File: src/rtl/dm_port_arbiter_pkg.sv
// Shared constants for the data-memory port arbiter: FSM encodings,
// byte-enable shorthands and a word-alignment helper.
package dm_port_arbiter_pkg;

  localparam logic [0:0] ARB_IDLE      = 1'b0;
  localparam logic [0:0] ARB_DMA_BURST = 1'b1;

  localparam logic [3:0] BE_NONE = 4'b0000;
  localparam logic [3:0] BE_WORD = 4'b1111;

  function automatic logic [31:0] word_align(input logic [31:0] addr);
    return {addr[31:2], 2'b00};
  endfunction

endpackage

File: src/rtl/dm_port_arbiter_if.sv
// Bundle of the CPU, DMA and DM-side signals around the shared DM port.
// The arbiter uses the slave view; requesters and memory use the master view.
interface dm_port_arbiter_if;

  logic        cpu_req;
  logic [3:0]  cpu_byte_en;
  logic [31:0] cpu_addr;
  logic [31:0] cpu_wdata;
  logic        cpu_gnt;
  logic        cpu_stall;
  logic [31:0] cpu_rdata;

  logic        dma_req;
  logic [3:0]  dma_byte_en;
  logic [31:0] dma_addr;
  logic [31:0] dma_wdata;
  logic        dma_last;
  logic        dma_gnt;
  logic        dma_rvalid;
  logic [31:0] dma_rdata;

  logic        dm_en;
  logic [3:0]  dm_byte_en;
  logic [31:0] dm_addr;
  logic [31:0] dm_wdata;
  logic [31:0] dm_rdata;

  modport slave (
    input  cpu_req, cpu_byte_en, cpu_addr, cpu_wdata,
    output cpu_gnt, cpu_stall, cpu_rdata,
    input  dma_req, dma_byte_en, dma_addr, dma_wdata, dma_last,
    output dma_gnt, dma_rvalid, dma_rdata,
    output dm_en, dm_byte_en, dm_addr, dm_wdata,
    input  dm_rdata
  );

  modport master (
    output cpu_req, cpu_byte_en, cpu_addr, cpu_wdata,
    input  cpu_gnt, cpu_stall, cpu_rdata,
    output dma_req, dma_byte_en, dma_addr, dma_wdata, dma_last,
    input  dma_gnt, dma_rvalid, dma_rdata,
    input  dm_en, dm_byte_en, dm_addr, dm_wdata,
    output dm_rdata
  );

endinterface

File: src/rtl/dm_arb_counter.sv
// Saturating up-counter with synchronous clear; clear wins over increment.
module dm_arb_counter #(
  parameter int MAX   = 4,
  parameter int WIDTH = $clog2(MAX + 2)
) (
  input  logic             clk,
  input  logic             reset,
  input  logic             clr,
  input  logic             inc,
  output logic [WIDTH-1:0] count
);

  localparam logic [WIDTH-1:0] MAX_VAL = WIDTH'(MAX);

  always_ff @(posedge clk) begin
    if (reset || clr) begin
      count <= '0;
    end else if (inc && (count != MAX_VAL)) begin
      count <= count + 1'b1;
    end
  end

endmodule

File: src/rtl/dm_port_arbiter.sv
// Shares the single DM port between the M stage and the DMA engine:
// CPU priority, bounded DMA starvation via wait_cnt, bounded DMA bursts via beat_cnt.
module dm_port_arbiter
  import dm_port_arbiter_pkg::*;
#(
  parameter int MAX_WAIT  = 4,
  parameter int MAX_BURST = 8
) (
  input logic               clk,
  input logic               reset,
  dm_port_arbiter_if.slave  bus
);

  localparam int WAIT_W = $clog2(MAX_WAIT + 2);
  localparam int BEAT_W = $clog2(MAX_BURST + 1);
  localparam logic [WAIT_W-1:0] WAIT_LIMIT = WAIT_W'(MAX_WAIT);
  localparam logic [BEAT_W-1:0] BEAT_LIMIT = BEAT_W'(MAX_BURST - 1);
  localparam logic BURST_OK = (MAX_BURST > 1);

  logic [0:0]        state;
  logic [0:0]        state_nxt;
  logic [WAIT_W-1:0] wait_cnt;
  logic [BEAT_W-1:0] beat_cnt;
  logic              in_idle;
  logic              dma_sel;
  logic              cpu_gnt_c;
  logic              dma_gnt_c;
  logic              burst_start;
  logic              burst_end;
  logic              wait_clr;
  logic              wait_inc;
  logic              beat_clr;
  logic              beat_inc;

  assign in_idle = (state == ARB_IDLE);

  // Grants are forced low while reset is high so DM never sees a stray access.
  always_comb begin
    state_nxt   = state;
    dma_sel     = 1'b0;
    cpu_gnt_c   = 1'b0;
    dma_gnt_c   = 1'b0;
    burst_start = 1'b0;
    burst_end   = 1'b0;
    if (!reset) begin
      if (in_idle) begin
        dma_sel     = bus.dma_req & (~bus.cpu_req | (wait_cnt == WAIT_LIMIT));
        cpu_gnt_c   = bus.cpu_req & ~dma_sel;
        dma_gnt_c   = dma_sel;
        burst_start = dma_sel & ~bus.dma_last & BURST_OK;
        if (burst_start) state_nxt = ARB_DMA_BURST;
      end else begin
        dma_gnt_c = bus.dma_req;
        burst_end = dma_gnt_c & (bus.dma_last | (beat_cnt == BEAT_LIMIT));
        if (burst_end) state_nxt = ARB_IDLE;
      end
    end
  end

  always_ff @(posedge clk) begin
    if (reset) state <= ARB_IDLE;
    else       state <= state_nxt;
  end

  // Inside a burst every cycle either grants or bubbles, so wait_cnt stays cleared.
  assign wait_clr = dma_gnt_c | ~bus.dma_req;
  assign wait_inc = bus.dma_req & ~dma_gnt_c;

  // Beat count is 0 in IDLE; the first granted beat of a burst makes it 1.
  assign beat_clr = in_idle ? ~burst_start : burst_end;
  assign beat_inc = in_idle ? burst_start : (dma_gnt_c & ~burst_end);

  dm_arb_counter #(.MAX(MAX_WAIT), .WIDTH(WAIT_W)) u_wait_cnt (
    .clk   (clk),
    .reset (reset),
    .clr   (wait_clr),
    .inc   (wait_inc),
    .count (wait_cnt)
  );

  dm_arb_counter #(.MAX(MAX_BURST - 1), .WIDTH(BEAT_W)) u_beat_cnt (
    .clk   (clk),
    .reset (reset),
    .clr   (beat_clr),
    .inc   (beat_inc),
    .count (beat_cnt)
  );

  always_comb begin
    bus.dm_en      = cpu_gnt_c | dma_gnt_c;
    bus.dm_addr    = '0;
    bus.dm_wdata   = '0;
    bus.dm_byte_en = BE_NONE;
    if (dma_gnt_c) begin
      bus.dm_addr    = word_align(bus.dma_addr);
      bus.dm_wdata   = bus.dma_wdata;
      bus.dm_byte_en = bus.dma_byte_en;
    end else if (cpu_gnt_c) begin
      bus.dm_addr    = bus.cpu_addr;
      bus.dm_wdata   = bus.cpu_wdata;
      bus.dm_byte_en = bus.cpu_byte_en;
    end
  end

  assign bus.cpu_gnt   = cpu_gnt_c;
  assign bus.dma_gnt   = dma_gnt_c;
  assign bus.cpu_stall = bus.cpu_req & ~cpu_gnt_c & ~reset;
  assign bus.cpu_rdata = reset ? 32'h0 : bus.dm_rdata;

  always_ff @(posedge clk) begin
    if (reset) begin
      bus.dma_rvalid <= 1'b0;
      bus.dma_rdata  <= 32'h0;
    end else begin
      bus.dma_rvalid <= dma_gnt_c & (bus.dma_byte_en == BE_NONE);
      if (dma_gnt_c && (bus.dma_byte_en == BE_NONE)) begin
        bus.dma_rdata <= bus.dm_rdata;
      end
    end
  end

endmodule

File: src/flat_wrapper.sv
// flat-port wrapper written by rule: the top's interface ports become plain ports
module dm_port_arbiter_flat import dm_port_arbiter_pkg::*;
#(
  parameter int MAX_WAIT  = 4,
  parameter int MAX_BURST = 8
)
  (clk, reset, bus_cpu_req, bus_cpu_byte_en, bus_cpu_addr, bus_cpu_wdata, bus_cpu_gnt, bus_cpu_stall, bus_cpu_rdata, bus_dma_req, bus_dma_byte_en, bus_dma_addr, bus_dma_wdata, bus_dma_last, bus_dma_gnt, bus_dma_rvalid, bus_dma_rdata, bus_dm_en, bus_dm_byte_en, bus_dm_addr, bus_dm_wdata, bus_dm_rdata);
  dm_port_arbiter_if bus_i ();
  input logic clk;
  input logic reset;
  input wire logic [$bits(bus_i.cpu_req)-1:0] bus_cpu_req;
  input wire logic [$bits(bus_i.cpu_byte_en)-1:0] bus_cpu_byte_en;
  input wire logic [$bits(bus_i.cpu_addr)-1:0] bus_cpu_addr;
  input wire logic [$bits(bus_i.cpu_wdata)-1:0] bus_cpu_wdata;
  output wire logic [$bits(bus_i.cpu_gnt)-1:0] bus_cpu_gnt;
  output wire logic [$bits(bus_i.cpu_stall)-1:0] bus_cpu_stall;
  output wire logic [$bits(bus_i.cpu_rdata)-1:0] bus_cpu_rdata;
  input wire logic [$bits(bus_i.dma_req)-1:0] bus_dma_req;
  input wire logic [$bits(bus_i.dma_byte_en)-1:0] bus_dma_byte_en;
  input wire logic [$bits(bus_i.dma_addr)-1:0] bus_dma_addr;
  input wire logic [$bits(bus_i.dma_wdata)-1:0] bus_dma_wdata;
  input wire logic [$bits(bus_i.dma_last)-1:0] bus_dma_last;
  output wire logic [$bits(bus_i.dma_gnt)-1:0] bus_dma_gnt;
  output wire logic [$bits(bus_i.dma_rvalid)-1:0] bus_dma_rvalid;
  output wire logic [$bits(bus_i.dma_rdata)-1:0] bus_dma_rdata;
  output wire logic [$bits(bus_i.dm_en)-1:0] bus_dm_en;
  output wire logic [$bits(bus_i.dm_byte_en)-1:0] bus_dm_byte_en;
  output wire logic [$bits(bus_i.dm_addr)-1:0] bus_dm_addr;
  output wire logic [$bits(bus_i.dm_wdata)-1:0] bus_dm_wdata;
  input wire logic [$bits(bus_i.dm_rdata)-1:0] bus_dm_rdata;
  assign bus_i.cpu_req = bus_cpu_req;
  assign bus_i.cpu_byte_en = bus_cpu_byte_en;
  assign bus_i.cpu_addr = bus_cpu_addr;
  assign bus_i.cpu_wdata = bus_cpu_wdata;
  assign bus_cpu_gnt = bus_i.cpu_gnt;
  assign bus_cpu_stall = bus_i.cpu_stall;
  assign bus_cpu_rdata = bus_i.cpu_rdata;
  assign bus_i.dma_req = bus_dma_req;
  assign bus_i.dma_byte_en = bus_dma_byte_en;
  assign bus_i.dma_addr = bus_dma_addr;
  assign bus_i.dma_wdata = bus_dma_wdata;
  assign bus_i.dma_last = bus_dma_last;
  assign bus_dma_gnt = bus_i.dma_gnt;
  assign bus_dma_rvalid = bus_i.dma_rvalid;
  assign bus_dma_rdata = bus_i.dma_rdata;
  assign bus_dm_en = bus_i.dm_en;
  assign bus_dm_byte_en = bus_i.dm_byte_en;
  assign bus_dm_addr = bus_i.dm_addr;
  assign bus_dm_wdata = bus_i.dm_wdata;
  assign bus_i.dm_rdata = bus_dm_rdata;
  dm_port_arbiter #(.MAX_WAIT(MAX_WAIT), .MAX_BURST(MAX_BURST)) u_core (.clk(clk), .reset(reset), .bus(bus_i));
endmodule
File: config.mk
export PLATFORM = sky130hd
export DESIGN_NAME = dm_port_arbiter_flat
export DESIGN_NICKNAME = d
export VERILOG_FILES = /design/src/rtl/dm_port_arbiter_pkg.sv /design/src/rtl/dm_port_arbiter_if.sv /design/src/rtl/dm_arb_counter.sv /design/src/rtl/dm_port_arbiter.sv /design/src/flat_wrapper.sv
export SDC_FILE = /design/constraint.sdc
export NUM_CORES = 1
export LEC_CHECK = 0
export ABC_AREA = 1
export ABC_CLOCK_PERIOD_IN_PS = 4750
export CORE_AREA = 2 2 119 121
export CTS_BUF_LIST = sky130_fd_sc_hd__clkbuf_16
export DETAILED_ROUTE_END_ITERATION = 8
export DIE_AREA = 0 0 121 123
export GPL_ROUTABILITY_DRIVEN = 1
export PLACE_DENSITY = 0.72
export SYNTH_ARGS = -nofsm -noshare
export SYNTH_HDL_FRONTEND = slang
export SYNTH_HIERARCHICAL = 1
export SYNTH_SLANG_ARGS = --single-unit
File: constraint.sdc
create_clock -name clk -period 4.75 [get_ports clk]
set_clock_uncertainty 0.05 [all_clocks]
set_input_delay 0.95 -clock clk [delete_from_list [all_inputs] [get_ports clk]]
set_output_delay 0.95 -clock clk [all_outputs]
set_load 0.1 [all_outputs]
==> results of run 1 <==
==> through the flow <==
step                cells  area (um^2)
floorplan             615         3277
global placement     1078         7077
detailed placement   1078         7077
CTS                  1086         7227
global route         1086         7227
finish               1086         7227
==> registers in the layout, summed over array words and instances, names as in the netlist <==
register,cells
u_core/u_wait_cnt/count,3
u_core/state,1
u_core/bus.dma_rvalid,1
u_core/u_beat_cnt/count,4
u_core/bus.dma_rdata,32
==> area by class of cell <==
| class | instances | area (um^2) | share of cell area, % |
|---|---|---|---|
| repair buffers | 315 | 3756 | 51.97 |
| multi-input cells | 424 | 1829 | 25.31 |
| flip-flops and latches | 41 | 820.8 | 11.36 |
| inverters | 118 | 445.4 | 6.163 |
| well taps | 180 | 225.2 | 3.116 |
| clock buffers | 5 | 125.1 | 1.731 |
| clock inverters | 3 | 25.02 | 0.3463 |
==> synth_stat cells, types with 2 or more instances <==
master	instances
a21oi_1	2
buf_1	3
buf_2	22
buf_6	3
clkbuf_1	3
dfxtp_1	41
ha_1	3
inv_1	112
inv_2	5
nand2_1	268
nand2_2	14
nand3_1	7
nand3_2	3
nand4_1	33
nor2_1	79
nor2_2	3
nor2_8	2
o21ai_0	5
==> cells by family after synthesis <==
logic type / synth area share [%]
buffers and inverters: 19.13
XOR/XNOR: 0.2673
AND/OR/NAND/NOR: 52.65
adder cells (fa/ha/maj): 1.146
AO/OA/AOI/OAI: 1.757
flip-flops: 25.05
==> routing by layer <==
metal	share of wire, %	GRT usage (%)	vias to the layer above	wire length (um)
met5	0.24	0	-	36
met1	40	23.14	1911	5998
met4	0.34	2.398	6	51
met2	50	31.07	155	7366
li1	-	-	2376	-
met3	9.5	7.196	8	1407
==> final timing paths <==
kind | from | end | slack (ns) | cells after the start
hold / removal | u_core/bus.dma_rdata[21] | u_core/bus.dma_rdata[21] | 0.46 | 4
hold reg to reg | u_core/bus.dma_rdata[21] | u_core/bus.dma_rdata[21] | 0.46 | 4
setup / recovery | bus_dma_req | bus_dm_addr[25] | 0.87 | 9
setup reg to reg | u_core/u_wait_cnt/count[1] | u_core/bus.dma_rdata[8] | 2.65 | 8
==> critical path, cell delays in order <==
cell and delay (ns):
clkdlybuf4s50_1 0.58, inv_2 0.09, nor2_8 0.09, nand2_2 0.12
inv_2 0.33, buf_12 0.26, nand2_1 0.11, nand2_1 0.12
buf_12 0.18
==> where the power goes <==
part / leakage, nW / total, mW / switching (mW) / internal [mW]
registers: 0.331 / 0.350 / 0.00280 / 0.347
logic: 3.08 / 0.879 / 0.561 / 0.318
clock network: 0.0704 / 0.345 / 0.147 / 0.198
==> impl_metrics.ini, run 1 <==
[outcome]
status = finished, final reports clean

[timing]
tns_ns = 0
worst_slack_ns = 0.8738
drv_slew = 0
finalSetupViolCount = 0
hold_ws_ns = 0.4572
timing.fmax_mhz = 258.0
hold_viol_final = 0
worst_slew_pin_slew_ns = 0.9997
rsz0062_at_grt = false
fin_crit_sh_pct = 81.60
timing.slew.headroom_pct = 33.14
post-route-min-period_ns = 3.876

[clock_tree]
cts_tree = built
clock_sinks = 41
cts_max_level = 2
clock_latency_ns = 0.28
cts_buffer_depth = 2
clkTransAtPathRegs_ns = 0.06
cts_buffers = 5
post_cts_buffers = 0
hold_buffers = 0
cts_root_buf = clkbuf_16
cts.repair.resized = 0

[worst_hold_path]
min_path_type = register to register

[worst_setup_path]
required_ns = 3.75
end_kind = output port
cp_max_fo = 43
worst_setup_path_start_kind = input port
critPathKind = input port to output port
cp.arrival_ns = 2.88

[grt]
antenna_found_initial = 3
grt-ovfl-total = 0
groute.usage.overall_pct = 18.53
grt_pass1_wl_um = 21510
grt_max_degree = 44
grt_pass1_vias = 3955

[pwr]
p_leak_nw = 3.479
p_total_mw = 1.574
powerDensity_nw_per_um2 = 217.8
ir_worst_vdd_mv = 0.1385

[drt]
wl_per_cell_um = 13.68
ant_nets = 0
routed_via_density = 4.103
wl_um = 14860
initialDrtViolationCount = 213
drc = 0
vias = 4456
dr.pass1.iters = 4

[finish]
fin_nets = 1081
final_cell_mix = 268 x nand2_1, 202 x clkdlybuf4s50_1, 112 x inv_1
post-route-util_pct = 53.09
fill_cells = 1304
drive_gt1_share_pct = 16.45
final_common_cell = nand2_1
diodes = 0
synthToLayoutAreaGrowth_pct = 120.5

[die]
coreArea_um2 = 13610
std_cell_rows = 43
die_h_um = 123
dieArea_um2 = 14880
fp.dieW_um = 121
start_util_pct = 24.07
ioPinCount = 310

[placement]
gp_congestion = 0.7823
dp_hpwl_um = 12130
io_buffers = 307
place_ws_ns = 0.8562

[synthesis]
synthTopCellsByArea = nand2_1 31%, dfxtp_1 25%, inv_1 13%, nor2_1 9.0%, nand4_1 6.3%
netlist_area_um2 = 3277
yosys.area.top_type = nand2_1
syn-num-nets = 791
synthArstFlopShare_pct = 0
synth_top_cell_area_share_pct = 30.70
synth_edf_count = 0
yosys_warnings = 6
yosysSeqAreaShare_pct = 25.05
netlist-cell-type-count = 25
synth_seq_cells = 41
yosys_most_used_dff = dfxtp_1
postSynthAreaPerCell_um2 = 5.328
synth_cells = 615

[run]
maxCapViolCount = 0
Power figures use the tool's default switching activity.
==> run 2, diff against run 1 <==
Settings changed: ABC_CLOCK_PERIOD_IN_PS 4750 to 4070.
Clock period 4.75 ns to 4.07 ns, I/O delays scaled along.
==> impl_metrics.ini, run 2 (same netlist as run 1, synthesis figures left out) <==
[pwr]
p_clk_share_pct = 23.0
ir_worst_vdd_mv = 0.1540
p_int_mw = 1.065
pwr-share-comb_pct = 55.1
seqPwrFrac_pct = 21.9
sw_frac_of_total_pct = 43.00
powerDensity_nw_per_um2 = 256.7
power_switching_uw = 803.4
p_leak_nw = 3.500

[drt]
ant_nets = 0
initialDrtViolationCount = 340
dr.pass1.iters = 4
wl_per_cell_um = 13.49
wl_um = 14660
routed_via_density = 4.107
drc = 0
vias = 4464

[clock_tree]
cts.repair.resized = 0
post_cts_buffers = 0
clock_latency_ns = 0.27
cts_tree = built
cts_buffer_depth = 2
cts_root_buf = clkbuf_16
hold_buffers = 0
cts_max_level = 2
clkTransAtPathRegs_ns = 0.06
cts_buffers = 5
clock_sinks = 41

[finish]
final_cell_mix = 268 x nand2_1, 202 x clkdlybuf4s50_1, 113 x inv_1
synthToLayoutAreaGrowth_pct = 122.1
final_common_cell = nand2_1
drive_gt1_share_pct = 16.23
reg_top3 = u_core/bus.dma_rdata (32), u_core/u_beat_cnt/count (4), u_core/u_wait_cnt/count (3)
largest_reg_flops = 32
regMostFlops = u_core/bus.dma_rdata
fin_nets = 1081
fill_cells = 1294
post-route-util_pct = 53.48

[grt]
grt_use_met1_pct = 21.94
grt_busiest_layer = met2
grt-ovfl-total = 0
gr-usage-met2_pct = 31.04
grt_pass1_wl_um = 21220
met3_usage_pct = 7.426
groute.usage.overall_pct = 18.24
antenna_found_initial = 2
grt_pass1_vias = 3993
grt_max_degree = 58

[worst_setup_path]
cp.arrival_ns = 2.71
worst_setup_path_start_kind = input port
endpoint = bus_dm_wdata[7]
r2r_start = u_core/u_wait_cnt/count[0]
cp_max_fo = 32
end_kind = output port
critPathKind = input port to output port
r2r_cells = 8
crit_start = bus_dma_req
rrSetupSlack_ns = 1.96
r2r-end = u_core/bus.dma_rdata[10]
required_ns = 3.21

[die]
coreArea_um2 = 13610
dieArea_um2 = 14880
std_cell_rows = 43
fp.dieW_um = 121
die_h_um = 123
ioPinCount = 310
start_util_pct = 24.07

[timing]
drv_slew = 0
timing.fmax_mhz = 279.5
hold_ws_ns = 0.4540
finalSetupViolCount = 0
rsz0062_at_grt = false
worst_slack_ns = 0.4918
timing.slew.headroom_pct = 32.60
hold_viol_final = 0
worst_slew_pin_slew_ns = 1.008
post-route-min-period_ns = 3.578
fin_crit_sh_pct = 87.92

[placement]
dp_hpwl_um = 12120
gp_congestion = 0.7761
io_buffers = 307
place_ws_ns = 0.4717

[outcome]
status = finished, final reports clean

[run]
maxCapViolCount = 0

[worst_hold_path]
min_path_type = register to register
-- run 2: critical path: stages --
cell and delay [ns]:
clkdlybuf4s50_1 0.58, inv_2 0.09, nor2_8 0.09, nand2_2 0.13, inv_2 0.35, buf_12 0.24, nand2_1 0.07, nand2_1 0.13
buf_12 0.19
-- run 2: worst min path at each step --
stage / endpoint / slack (ns) / startpoint / cells past startpoint
finish: u_core/bus.dma_rdata[2] / 0.45 / u_core/bus.dma_rdata[2] / 4
global route: u_core/bus.dma_rdata[2] / 0.47 / u_core/bus.dma_rdata[2] / 4
CTS: u_core/bus.dma_rdata[2] / 0.46 / u_core/bus.dma_rdata[2] / 4
detailed placement: u_core/bus.dma_rdata[2] / 0.44 / u_core/bus.dma_rdata[2] / 4
global placement: u_core/bus.dma_rdata[14] / 0.44 / u_core/bus.dma_rdata[14] / 4
floorplan: u_core/u_wait_cnt/count[2] / 0.44 / u_core/u_wait_cnt/count[2] / 2
-- run 2: layout make-up --
type / count / area, um^2 / share of cell area [%]
clock buffers: 5 / 125.1 / 1.719
well taps: 180 / 225.2 / 3.094
inverters: 118 / 445.4 / 6.119
diodes: 1 / 2.502 / 0.03438
flip-flops and latches: 41 / 820.8 / 11.28
clock inverters: 3 / 37.54 / 0.5156
multi-input cells: 424 / 1829 / 25.13
repair buffers: 315 / 3794 / 52.11
-- run 2: metrics by stage --
| stage | setup TNS, ns | power (mW) | cell area (um^2) | std cells |
|---|---|---|---|---|
| final | 0 | 1.869 | 7279 | 1087 |
| after global routing | 0 | 1.945 | 7277 | 1086 |
| after CTS | 0 | 1.892 | 7277 | 1086 |
| after detailed placement | 0 | 1.452 | 7114 | 1078 |
| after global placement | 0 | 1.450 | 7114 | 1078 |
| after floorplan | -0.4307 | 1.016 | 3277 | 615 |
-- run 2: metal layers --
metal	vias to the layer above	wire length (um)
met5	-	27
met4	4	136
met3	12	1544
met2	174	7225
met1	1901	5731
li1	2373	-
-- run 2: power by group through the flow --
stage,Sequential [mW],Combinational [mW],Clock [mW]
floorplan,0.437,0.579,0
global placement,0.418,1.03,0
finish,0.409,1.03,0.430
CTS,0.409,1.04,0.448
global route,0.409,1.07,0.466
detailed placement,0.418,1.03,0
